[config.mk]
export PLATFORM = sky130hd
export DESIGN_NAME = alu_mul_sequencer_flat
export DESIGN_NICKNAME = d
export VERILOG_FILES = /design/src/rtl/alu_mul_sequencer_if.sv /design/src/rtl/alu_mul_sequencer.sv /design/src/flat_wrapper.sv
export SDC_FILE = /design/constraint.sdc
export NUM_CORES = 1
export LEC_CHECK = 0
export CAP_MARGIN = 40
export CORE_MARGIN = 5
export CORE_UTILIZATION = 32
export DETAILED_ROUTE_END_ITERATION = 10
export GPL_TIMING_DRIVEN = 0
export PLACE_DENSITY = 0.73
export SLEW_MARGIN = 25
export SYNTH_ARGS = -nofsm -noshare
export SYNTH_HDL_FRONTEND = slang
export SYNTH_SLANG_ARGS = --single-unit
[constraint.sdc]
create_clock -name CLK -period 3.6 [get_ports CLK]
set_input_delay 0.72 -clock CLK [delete_from_list [all_inputs] [get_ports CLK]]
set_output_delay 0.72 -clock CLK [all_outputs]
set_load 0.01 [all_outputs]
[src/rtl/alu_mul_sequencer_if.sv]
// rtl/alu_mul_sequencer_if.sv - host, multiply-request and ALU signal bundle for alu_mul_sequencer
interface alu_mul_sequencer_if;
    // Multiply request / result
    logic        START;
    logic [7:0]  MCAND;
    logic [7:0]  MPLIER;
    logic        BUSY;
    logic        DONE;
    logic [15:0] PRODUCT;

    // Direct host ALU port
    logic [7:0]  HOST_A;
    logic [7:0]  HOST_B;
    logic [2:0]  HOST_OP;
    logic        HOST_GNT;
    logic [7:0]  HOST_Y;

    // Shared ALU instance
    logic [7:0]  ALU_A;
    logic [7:0]  ALU_B;
    logic [2:0]  ALU_OP;
    logic [7:0]  ALU_Y;
    logic        ALU_C;

    // Sequencer side
    modport slave (
        input  START, MCAND, MPLIER,
        input  HOST_A, HOST_B, HOST_OP,
        input  ALU_Y, ALU_C,
        output BUSY, DONE, PRODUCT,
        output HOST_GNT, HOST_Y,
        output ALU_A, ALU_B, ALU_OP
    );

    // Environment side (datapath control plus the ALU itself)
    modport master (
        output START, MCAND, MPLIER,
        output HOST_A, HOST_B, HOST_OP,
        output ALU_Y, ALU_C,
        input  BUSY, DONE, PRODUCT,
        input  HOST_GNT, HOST_Y,
        input  ALU_A, ALU_B, ALU_OP
    );
endinterface

[src/rtl/alu_mul_sequencer.sv]
// rtl/alu_mul_sequencer.sv - shares an 8-bit ALU between the host and a shift-and-add multiplier; optional ALU_MUL_ZERO_SKIP_EN
module alu_mul_sequencer #(
    parameter logic [2:0] OP_ADD = 3'b000
) (
    input  logic                 CLK,
    input  logic                 RESET,
    alu_mul_sequencer_if.slave   bus
);

    typedef enum logic [1:0] {
        ST_IDLE = 2'd0,
        ST_RUN  = 2'd1,
        ST_DONE = 2'd2
    } state_t;

    state_t      state_q, state_d;
    logic [7:0]  m_q, m_d;
    logic [7:0]  p_hi_q, p_hi_d;
    logic [7:0]  p_lo_q, p_lo_d;
    logic [2:0]  cnt_q, cnt_d;
    logic        busy_q, busy_d;
    logic        done_q, done_d;

    logic [7:0]  alu_a;
    logic [7:0]  alu_b;
    logic [2:0]  alu_op;
    logic        host_gnt;
    logic        zero_operand;

    // A zero operand only changes the flow when the skip feature is built in
`ifdef ALU_MUL_ZERO_SKIP_EN
    assign zero_operand = (bus.MCAND == 8'h00) || (bus.MPLIER == 8'h00);
`else
    assign zero_operand = 1'b0;
`endif

    // State and datapath registers; reset aborts any multiply in flight
    always_ff @(posedge CLK or posedge RESET) begin
        if (RESET) begin
            state_q <= ST_IDLE;
            m_q     <= 8'h00;
            p_hi_q  <= 8'h00;
            p_lo_q  <= 8'h00;
            cnt_q   <= 3'd0;
            busy_q  <= 1'b0;
            done_q  <= 1'b0;
        end else begin
            state_q <= state_d;
            m_q     <= m_d;
            p_hi_q  <= p_hi_d;
            p_lo_q  <= p_lo_d;
            cnt_q   <= cnt_d;
            busy_q  <= busy_d;
            done_q  <= done_d;
        end
    end

    // Next state, shift-and-add step and ALU routing
    always_comb begin
        state_d  = state_q;
        m_d      = m_q;
        p_hi_d   = p_hi_q;
        p_lo_d   = p_lo_q;
        cnt_d    = cnt_q;
        host_gnt = 1'b1;
        alu_a    = bus.HOST_A;
        alu_b    = bus.HOST_B;
        alu_op   = bus.HOST_OP;

        case (state_q)
            ST_IDLE: begin
                if (bus.START) begin
                    m_d    = bus.MCAND;
                    p_hi_d = 8'h00;
                    p_lo_d = bus.MPLIER;
                    cnt_d  = 3'd0;
                    if (zero_operand) begin
                        // Product of a zero operand is known immediately
                        p_lo_d  = 8'h00;
                        state_d = ST_DONE;
                    end else begin
                        state_d = ST_RUN;
                    end
                end
            end

            ST_RUN: begin
                host_gnt = 1'b0;
                alu_a    = p_hi_q;
                alu_b    = m_q;
                alu_op   = OP_ADD;
                // The add carry becomes the new top bit before the right shift
                if (p_lo_q[0]) begin
                    {p_hi_d, p_lo_d} = {bus.ALU_C, bus.ALU_Y, p_lo_q[7:1]};
                end else begin
                    {p_hi_d, p_lo_d} = {1'b0, p_hi_q, p_lo_q[7:1]};
                end
                cnt_d = cnt_q + 3'd1;
                if (cnt_q == 3'd7) begin
                    state_d = ST_DONE;
                end
            end

            ST_DONE: begin
                state_d = ST_IDLE;
            end

            default: begin
                state_d = ST_IDLE;
            end
        endcase

        busy_d = (state_d == ST_RUN);
        done_d = (state_d == ST_DONE);
    end

    assign bus.ALU_A    = alu_a;
    assign bus.ALU_B    = alu_b;
    assign bus.ALU_OP   = alu_op;
    assign bus.HOST_GNT = host_gnt;
    assign bus.HOST_Y   = bus.ALU_Y;
    assign bus.BUSY     = busy_q;
    assign bus.DONE     = done_q;
    assign bus.PRODUCT  = {p_hi_q, p_lo_q};

endmodule

[src/flat_wrapper.sv]
// flat-port wrapper written by rule: the top's interface ports become plain ports
module alu_mul_sequencer_flat 
#(
    parameter logic [2:0] OP_ADD = 3'b000
)
  (CLK, RESET, bus_START, bus_MCAND, bus_MPLIER, bus_HOST_A, bus_HOST_B, bus_HOST_OP, bus_ALU_Y, bus_ALU_C, bus_BUSY, bus_DONE, bus_PRODUCT, bus_HOST_GNT, bus_HOST_Y, bus_ALU_A, bus_ALU_B, bus_ALU_OP);
  alu_mul_sequencer_if bus_i ();
  input  logic CLK;
  input  logic RESET;
  input wire logic [$bits(bus_i.START)-1:0] bus_START;
  input wire logic [$bits(bus_i.MCAND)-1:0] bus_MCAND;
  input wire logic [$bits(bus_i.MPLIER)-1:0] bus_MPLIER;
  input wire logic [$bits(bus_i.HOST_A)-1:0] bus_HOST_A;
  input wire logic [$bits(bus_i.HOST_B)-1:0] bus_HOST_B;
  input wire logic [$bits(bus_i.HOST_OP)-1:0] bus_HOST_OP;
  input wire logic [$bits(bus_i.ALU_Y)-1:0] bus_ALU_Y;
  input wire logic [$bits(bus_i.ALU_C)-1:0] bus_ALU_C;
  output wire logic [$bits(bus_i.BUSY)-1:0] bus_BUSY;
  output wire logic [$bits(bus_i.DONE)-1:0] bus_DONE;
  output wire logic [$bits(bus_i.PRODUCT)-1:0] bus_PRODUCT;
  output wire logic [$bits(bus_i.HOST_GNT)-1:0] bus_HOST_GNT;
  output wire logic [$bits(bus_i.HOST_Y)-1:0] bus_HOST_Y;
  output wire logic [$bits(bus_i.ALU_A)-1:0] bus_ALU_A;
  output wire logic [$bits(bus_i.ALU_B)-1:0] bus_ALU_B;
  output wire logic [$bits(bus_i.ALU_OP)-1:0] bus_ALU_OP;
  assign bus_i.START = bus_START;
  assign bus_i.MCAND = bus_MCAND;
  assign bus_i.MPLIER = bus_MPLIER;
  assign bus_i.HOST_A = bus_HOST_A;
  assign bus_i.HOST_B = bus_HOST_B;
  assign bus_i.HOST_OP = bus_HOST_OP;
  assign bus_i.ALU_Y = bus_ALU_Y;
  assign bus_i.ALU_C = bus_ALU_C;
  assign bus_BUSY = bus_i.BUSY;
  assign bus_DONE = bus_i.DONE;
  assign bus_PRODUCT = bus_i.PRODUCT;
  assign bus_HOST_GNT = bus_i.HOST_GNT;
  assign bus_HOST_Y = bus_i.HOST_Y;
  assign bus_ALU_A = bus_i.ALU_A;
  assign bus_ALU_B = bus_i.ALU_B;
  assign bus_ALU_OP = bus_i.ALU_OP;
  alu_mul_sequencer #(.OP_ADD(OP_ADD)) u_core (.CLK(CLK), .RESET(RESET), .bus(bus_i));
endmodule
; ---- Word level (Yosys, flattened, before mapping)
; Index checks and enable logic that the tools add are counted.
; W data, S select, Z words.
[op_classes]
n_mux = 15
n_reduce_logical = 4
addsub = 1
n_eq_ne = 5
[op_table]
columns = op, n
row1 = $mux W8, 6
row2 = $pmux W8 S2, 2
row3 = $mux W3, 2
row4 = $pmux W3 S2, 1
row5 = $eq A2 B1 Y1 const B, 2
row6 = $mux W2, 2
row7 = $pmux W2 S2, 1
row8 = $reduce_and A2 Y1, 2
row9 = $add A3 B1 Y3 const B, 1
row10 = $eq A3 B3 Y1 const B, 1
row11 = $eq A2 B2 Y1 const B, 1
row12 = $logic_not A2 Y1, 1
row13 = $ne A2 B2 Y1 const B, 1
row14 = $reduce_bool A2 Y1, 1
row15 = $mux W1, 1
[totals]
reg_bits = 31
out_inout_bits = 46
wordCells = 32

; ---- Longest topological paths before layout
; Gate-level depths: netlist (run 1).
[depth]
ltp_word = 4
ltp_mapped = 6
ltp_nobuf = 4

; ---- Least setup slack after synthesis (run 1)
; Ideal clock, no wire load.
[synth_timing]
kind = register to output
startpoint = reg u_core.state_q[0]
endpoint = out bus_ALU_A[5]
stages_incl_launch_ff = 7
path_slack_ns = 1.767
arrival_time_ns = 1.113
t_required_ns = 2.880
path_cell_list = dfrtp_1 > nor2b_1 > buf_6 > inv_6 > buf_2 > nand2_1 > nand2_1
[synth_via]
elab_chain_cells = 2
[synth_lines]
columns = item, line_no
row1 = from (decl), alu_mul_sequencer.sv:16  ; state_t state_q, state_d;
row2 = from (signal assigned), alu_mul_sequencer.sv:48  ; state_q <= state_d;
row3 = $eq A2 B1 Y1, alu_mul_sequencer.sv:70  ; case (state_q)
row4 = $mux W8, alu_mul_sequencer.sv:70
row5 = to (decl), flat_wrapper.sv:23  ; output wire logic [$bits(bus_i.ALU_A)-1:0] bus_ALU_A;
; No other way between the ends.

; ---- Worst setup path after layout (run 1)
[layout_timing]
startpoint = reg u_core.state_q[0]
endpoint = out bus_ALU_B[7]
[layout_via]
elab_chain_cells = 2
[layout_lines]
columns = item, line_no
row1 = $eq A2 B1 Y1, alu_mul_sequencer.sv:70
row2 = $mux W8, alu_mul_sequencer.sv:70
row3 = to (decl), flat_wrapper.sv:24  ; output wire logic [$bits(bus_i.ALU_B)-1:0] bus_ALU_B;
; No other way between the ends.

==> results of run 1 <==
## cells in the final DEF, fill, tap and decap left out, drive strengths merged, types with 2 or more instances in the layout
cell / instances
inv: 2
a21oi: 2
nand2: 64
mux2i: 14
nor2b: 2
a22o: 2
clkdlybuf4s50: 92
clkbuf: 7
mux2: 8
ha: 2
o21ai: 15
and2: 5
buf: 17
dfrtp: 31
## area by class of cell
class                           instances  area (sq um)  area share [%]
Inverter                                2          12.5           0.467
Timing Repair Buffer                   92           921            34.4
Multi-Input combinational cell        120           691            25.8
Sequential cell                        31           776            29.0
Buffer                                 18           121            4.53
Tap cell                               67          83.8            3.13
Clock buffer                            6          72.6            2.71
## cells by family after synthesis
group,synth area share [%]
AO/OA/AOI/OAI,8.44
adder cells (fa/ha/maj),1.56
buffers and inverters,8.37
flip-flops,48.5
multiplexers,14.4
AND/OR/NAND/NOR,18.8
## stage by stage
stage	worst slack (ps)	hold WS, ps
after CTS	849	510
after detailed placement	1020	496
after floorplan	1770	466
after global placement	1030	488
after global routing	726	529
final	853	505
## worst min path at each step
stage                           startpoint                to  slack, ps  depth (start not counted)
after CTS                    u_core.m_q[2]     u_core.m_q[2]        510                          1
after detailed placement  u_core.p_lo_q[1]  u_core.p_lo_q[1]        500                          2
after global placement    u_core.p_lo_q[1]  u_core.p_lo_q[1]        490                          2
after global routing         u_core.m_q[7]     u_core.m_q[7]        530                          1
after floorplan            u_core.cnt_q[0]   u_core.cnt_q[0]        470                          1
final                      u_core.cnt_q[0]   u_core.cnt_q[0]        510                          1
## sequential cells by signal (all words and copies together), names as in the netlist
register         count
u_core.p_hi_q        8
u_core.p_lo_q        8
u_core.bus.DONE      1
u_core.bus.BUSY      1
u_core.m_q           8
u_core.state_q       2
u_core.cnt_q         3
## critical path, delay by kind of cell (launching register included)
family                 cells  cell delay (ps)
AND/OR/NAND/NOR            3              310
buffers and inverters      4             1010
flip-flops                 1              420
## power groups by stage
| stage | clock network, mW | registers [mW] | logic, mW |
|---|---|---|---|
| after detailed placement | 0 | 0.635 | 1.26 |
| final | 0.240 | 0.631 | 1.25 |
| after floorplan | 0 | 0.655 | 0.599 |
| after global placement | 0 | 0.631 | 1.25 |
| after global routing | 0.264 | 0.660 | 1.37 |
| after CTS | 0.248 | 0.632 | 1.27 |
## metal layers
| metal | part of all wire (%) | global-route usage (%) | up-vias |
|---|---|---|---|
| met5 | 0 | 0 | - |
| met4 | 0 | 2.03 | 0 |
| met3 | 10 | 5.94 | 0 |
| met2 | 47 | 24.2 | 56 |
| met1 | 43 | 17.5 | 684 |
| li1 | - | - | 752 |
==> metrics, run 1 <==
status=complete, no violations; number of diodes=0; top cells by area in the synthesized netlist=sky130_fd_sc_hd__dfrtp_1 (48%), sky130_fd_sc_hd__nand2_1 (15%), sky130_fd_sc_hd__mux2i_1 (8.8%); area growth from synthesis to final layout=67.3%; Post-Layout Cell Count=336; first-pass GRT wire length=7260 microns; Synth top area share=48.5%; number of warning messages in the yosys log=0; syn nets=between 200 and 250; number of global-route vias before repair=1541; share of flip-flops with an asynchronous set or reset after synthesis=100%; number of pins with negative max-slew slack in the final report=0; initial core utilization=33.4%; first-pass detailed-route iteration total=4; internal power component=1.33 mW; Worst setup startpoint=u_core.state_q[0]; cell with the most instances after synthesis=sky130_fd_sc_hd__nand2_1; final routed DRC violation total=0; total cell area at the placement stage=approximately 2600 sq um; global router's overall resource usage=14.3%; critical path endpoint=bus_ALU_B[7]; Root Driver=sky130_fd_sc_hd__clkbuf_8; count of distinct cell types in the synthesized netlist=23; Sw Ratio=between 30% and 40%; die span in x=a little over 80 microns; number of instances in the synthesized netlist=about 170; Crit path largest cell delay=~540 ps; maximum number of pins on one net before global-route repair=32; total grt overflow=0; Antenna Nets Post-Route=0; critical path, cell by cell=nor2b_1, buf_6, inv_6, buf_2, nand2_1, nand2_1, clkdlybuf4s50_1; port buffer count=between 90 and 100; buffer depth of the longest clock path=2; via/cell ratio=4.44; setup repair after global routing missed its margin=no; actual transition at the worst max-transition pin=645 ps; worst flop-to-flop path startpoint=u_core.state_q[0]; last weighted congestion value of the routability-driven placer=about 0.75; number of hold buffers added after CTS=0; Clk pin slew, worst setup/hold paths=60 ps; Required @ worst endpoint=2880 ps; shortest clock period the worst path allows after layout=2750 ps; leak pwr=1.18 nW; Std-Cell Core Area=4790 sq um; power per cell area=791 nW/um^2; Worst Setup End Kind=primary output; maximum clock rate=roughly 0.36 GHz; clock latency on the worst-skew pair=270 ps; TritonCTS Sinks=31; Layout Cell Area excl Fill=2680 sq um; critical path arrival=2030 ps; ratio of final minimum period to clock period=76.3%; Critical Path Source Type=register; H-tree level count=2; leading area contributor after synthesis=sky130_fd_sc_hd__dfrtp_1; Detailed Place HPWL=3480 microns; Combinational Power Share=58.9%; antenna violations before repair=0; Synth Cell Area=1600 sq um; post-synthesis average cell area=9.36 sq um; portion of the post-synthesis area used by sequential elements=48.5%; DR vias=1492; total wire length=4520 microns; worst relative slew slack=a little under three fifths; CTS tree=built; Vert. Die Dim=80.7 microns; average routed wire per standard cell=13.5 microns; relative contribution of sequential cells to total power=approximately 30%; switching power summed over all nets=approximately 0.79 mW; post-CTS setup-driven buffer insertion count=0; final-report hold violation count=0; total power=2.12 mW; number of enable-type register cells in the synthesized netlist=0; number of I/O pins=93; r2r endpoint=u_core.m_q[5]; peak supply drop=323 uV; number of max-cap violations=0; Critical Path Fanout Max=10; kind of critical path=reg2out; Worst R2R Path Depth=2; Final setup viols=0; share of layout cells above drive strength 1=12.3%; total negative slack=0 ps; Worst Skew=6.18 ps; filler instances=around 450; area of the die=between 6000 and 7000 sq um; cell with the most instances on the worst path=sky130_fd_sc_hd__nand2_1; site row count=25; flip-flop and latch count after synthesis=31; clock network fraction of total power=11.3%; synth cell count leaders=sky130_fd_sc_hd__nand2_1 (64), sky130_fd_sc_hd__dfrtp_1 (31), sky130_fd_sc_hd__mux2i_1 (14), sky130_fd_sc_hd__o21ai_0 (14); number of nets in the finished design=319; flop2flop setup slack=~2100 ps; Starting DRT DRC Count=90; number of cells in the design after placement=330; leading register cell type out of synthesis=sky130_fd_sc_hd__dfrtp_1; fraction of the core area covered by cells at the end of the flow=between 50 and 60%; Worst Hold Class=reg2reg; number of buffers created by CTS=5; number of cells upsized or downsized after cts=0; Critical Path Slowest Stage Cell=sky130_fd_sc_hd__clkdlybuf4s50_1
(Power assumes the default switching activity.)
==> run 2: changes to the inputs <==
Settings changed: PLACE_DENSITY 0.73 to 0.75.
Clock period 3.6 ns to 2.45 ns, I/O delays scaled along.
==> run 2 against run 1 <==
Compared with the run above:
- non-clock buffer count rose by 1
- critical path type unchanged
- first-iteration DRC count decreased by 29%
- design area increased by 2.7%
- sequential power rose by 47%
==> metrics, run 2 (synthesis results as in run 1) <==
status=complete, no violations; number of nets in the finished design=320 (+0.31%); Worst Skew=6.09 ps (-0.0870 ps); via/cell ratio=4.61 (+3.7%); critical path, cell by cell=nor2b_2, buf_6, inv_6, buf_6, and2_1, clkdlybuf4s50_1; Largest regs=u_core.m_q: 8 flops, u_core.p_hi_q: 8 flops, u_core.p_lo_q: 8 flops; leak pwr=1.39 nW (+18%); first-pass GRT wire length=7220 microns (-0.56%); maximum clock rate=about 0.42 GHz; shortest clock period the worst path allows after layout=2400 ps; Required @ worst endpoint=1960 ps (-920 ps); number of max-cap violations=0 (unchanged); Worst Hold Class=reg2reg; family of cells with the greatest summed delay on the critical path=buffers and inverters; area of the die=6510 sq um (unchanged); global router's overall resource usage=14.5% (+0.21 points); total grt overflow=0 (unchanged); number of I/O pins=93 (unchanged); total cell area at the placement stage=2610 sq um (unchanged); register area=776 sq um (unchanged); DR vias=1552 (+4.0%); Worst Setup End Kind=primary output; Critical Path Slowest Stage Cell=sky130_fd_sc_hd__clkdlybuf4s50_1; total wire length=4580 microns (+1.2%); number of diodes=0 (unchanged); buffer depth of the longest clock path=2 (unchanged); worst relative slew slack=57.6% (+0.75 points); critical path arrival=1910 ps (-120 ps); total power=3.11 mW (+47%); final-report hold violation count=0 (unchanged); TritonCTS Sinks=31 (unchanged); last weighted congestion value of the routability-driven placer=0.757 (+0.87%); Worst R2R Path Depth=3 (+1); Critical Path Fanout Max=10 (unchanged); maximum number of pins on one net before global-route repair=32 (unchanged); port buffer count=92 (unchanged); most common cell after layout, fill and taps aside=sky130_fd_sc_hd__clkdlybuf4s50_1; number of buffers created by CTS=5 (unchanged); count of cell instances traversed by the critical path=6 (-1); first-pass detailed-route iteration total=4 (unchanged); peak supply drop=596 uV (+85%); worst hold slack=505 ps (-0.202 ps); number of global-route vias before repair=1566 (+1.6%); filler instances=437 (-3.3%); final routed DRC violation total=0 (unchanged); area growth from synthesis to final layout=71.8%; Std-Cell Core Area=4790 sq um (unchanged); area occupied by multi-input gates=693 sq um (+0.36%); Crit path largest cell delay=520 ps (-20 ps); average routed wire per standard cell=13.6 microns (+0.92%); site row count=25 (unchanged); antenna violations before repair=0 (unchanged); Antenna Nets Post-Route=0 (unchanged); kind of critical path=reg2out; ratio of final minimum period to clock period=between 90% and 100%; buffers and inverters on the worst path=4 (unchanged); CTS tree=built; total negative slack=0 ps (unchanged); Clk pin slew, worst setup/hold paths=50 ps (about the same); top library cells by usage in the layout, fill and taps aside=sky130_fd_sc_hd__clkdlybuf4s50_1 (76), sky130_fd_sc_hd__nand2_1 (64), sky130_fd_sc_hd__dfrtp_1 (31); Critical Path Source Type=register; H-tree level count=2 (unchanged); cell with the most instances on the worst path=sky130_fd_sc_hd__buf_6; setup repair after global routing missed its margin=yes; number of cells on the worst hold path=1 (unchanged); Detailed Place HPWL=3500 microns (+0.39%); number of pins with negative max-slew slack in the final report=0 (unchanged); Starting DRT DRC Count=64 (-29%); Vert. Die Dim=80.7 microns (unchanged); clock latency on the worst-skew pair=270 ps (about the same); Root Driver=sky130_fd_sc_hd__clkbuf_8; share of layout cells above drive strength 1=13.0% (+0.70 points); Final setup viols=0 (unchanged); Layout Cell Area excl Fill=2750 sq um (+2.7%); actual transition at the worst max-transition pin=636 ps (-9.33 ps); initial core utilization=33.4% (unchanged); power per cell area=1130 nW/um^2 (+43%); die span in x=80.7 microns (unchanged); number of hold buffers added after CTS=0 (unchanged)
==> run 2: changes by cell type in the layout (fill, tap and decap cells not counted) <==
| cell | previous run | this run |
|---|---|---|
| sky130_fd_sc_hd__clkdlybuf4s50_1 | 92 | 76 |
| sky130_fd_sc_hd__buf_2 | 7 | 3 |
| sky130_fd_sc_hd__buf_6 | 2 | 3 |
| sky130_fd_sc_hd__dlymetal6s2s_1 | 0 | 16 |
| sky130_fd_sc_hd__nor2b_1 | 2 | 1 |
| sky130_fd_sc_hd__nor2b_2 | 0 | 1 |
| sky130_fd_sc_hd__buf_4 | 8 | 9 |
| sky130_fd_sc_hd__clkbuf_4 | 0 | 2 |
| sky130_fd_sc_hd__buf_8 | 0 | 1 |
==> run 2: path summary, 6_finish.rpt <==
kind                              startpoint  slack [ps]          endpoint
max                        u_core.state_q[0]          50     bus_ALU_OP[0]
min                            u_core.m_q[3]         510     u_core.m_q[3]
max reg2reg                u_core.state_q[0]         860     u_core.m_q[5]
min reg2reg                    u_core.m_q[3]         510     u_core.m_q[3]
max in group asynchronous              RESET        1410  u_core.p_hi_q[4]
min in group asynchronous              RESET         620     u_core.m_q[3]
==> run 2: repair_timing <==
| action | CTS | global route |
|---|---|---|
| endpoints found under the setup margin | 16 | 19 |
| hold endpoints to repair | 0 | 0 |
| buffers inserted | 0 | 1 |
| cloned | 0 | 0 |
| resized for setup | 3 | 21 |
==> run 2: area by class of cell <==
cell class / instances / share of cell area, %
timing repair buffer: 93 / 35.2
sequential: 31 / 28.2
multi-input combinational: 120 / 25.2
buffer: 18 / 5.19
tap: 67 / 3.05
clock buffer: 6 / 2.64
inverter: 2 / 0.455
==> run 2: report_power, final <==
part / switching, mW / leakage [nW] / internal [mW]
clock: 0.164 / 0.0371 / 0.189
combinational: 0.823 / 0.977 / 1.01
sequential: 0.171 / 0.378 / 0.755
total: 1.16 / 1.39 / 1.96
==> run 2: per-layer routing <==
metal / part of all wire (%) / vias to the layer above / global-route usage (%)
li1: - / 751 / -
met1: 41 / 733 / 17.0
met2: 47 / 59 / 23.9
met5: 0 / - / 0
met3: 10 / 9 / 5.61
met4: 1.8 / 0 / 5.74
==> run 2: stage by stage <==
step           std cells  utilization [%]  worst slack [ps]
6_report             337             57.4              52.3
5_1_grt              337             57.4             -44.9
4_1_cts              336             56.1              2.58
3_5_place_dp         330             54.4               231
3_3_place_gp         330             54.4               243
2_1_floorplan        171                -               847
==> run 3: changes to the inputs <==
Settings changed: CTS_CLUSTER_SIZE set to 16.
==> results of run 3 <==
Same layout as run 2: the final DEF is identical, and so are final timing and power.
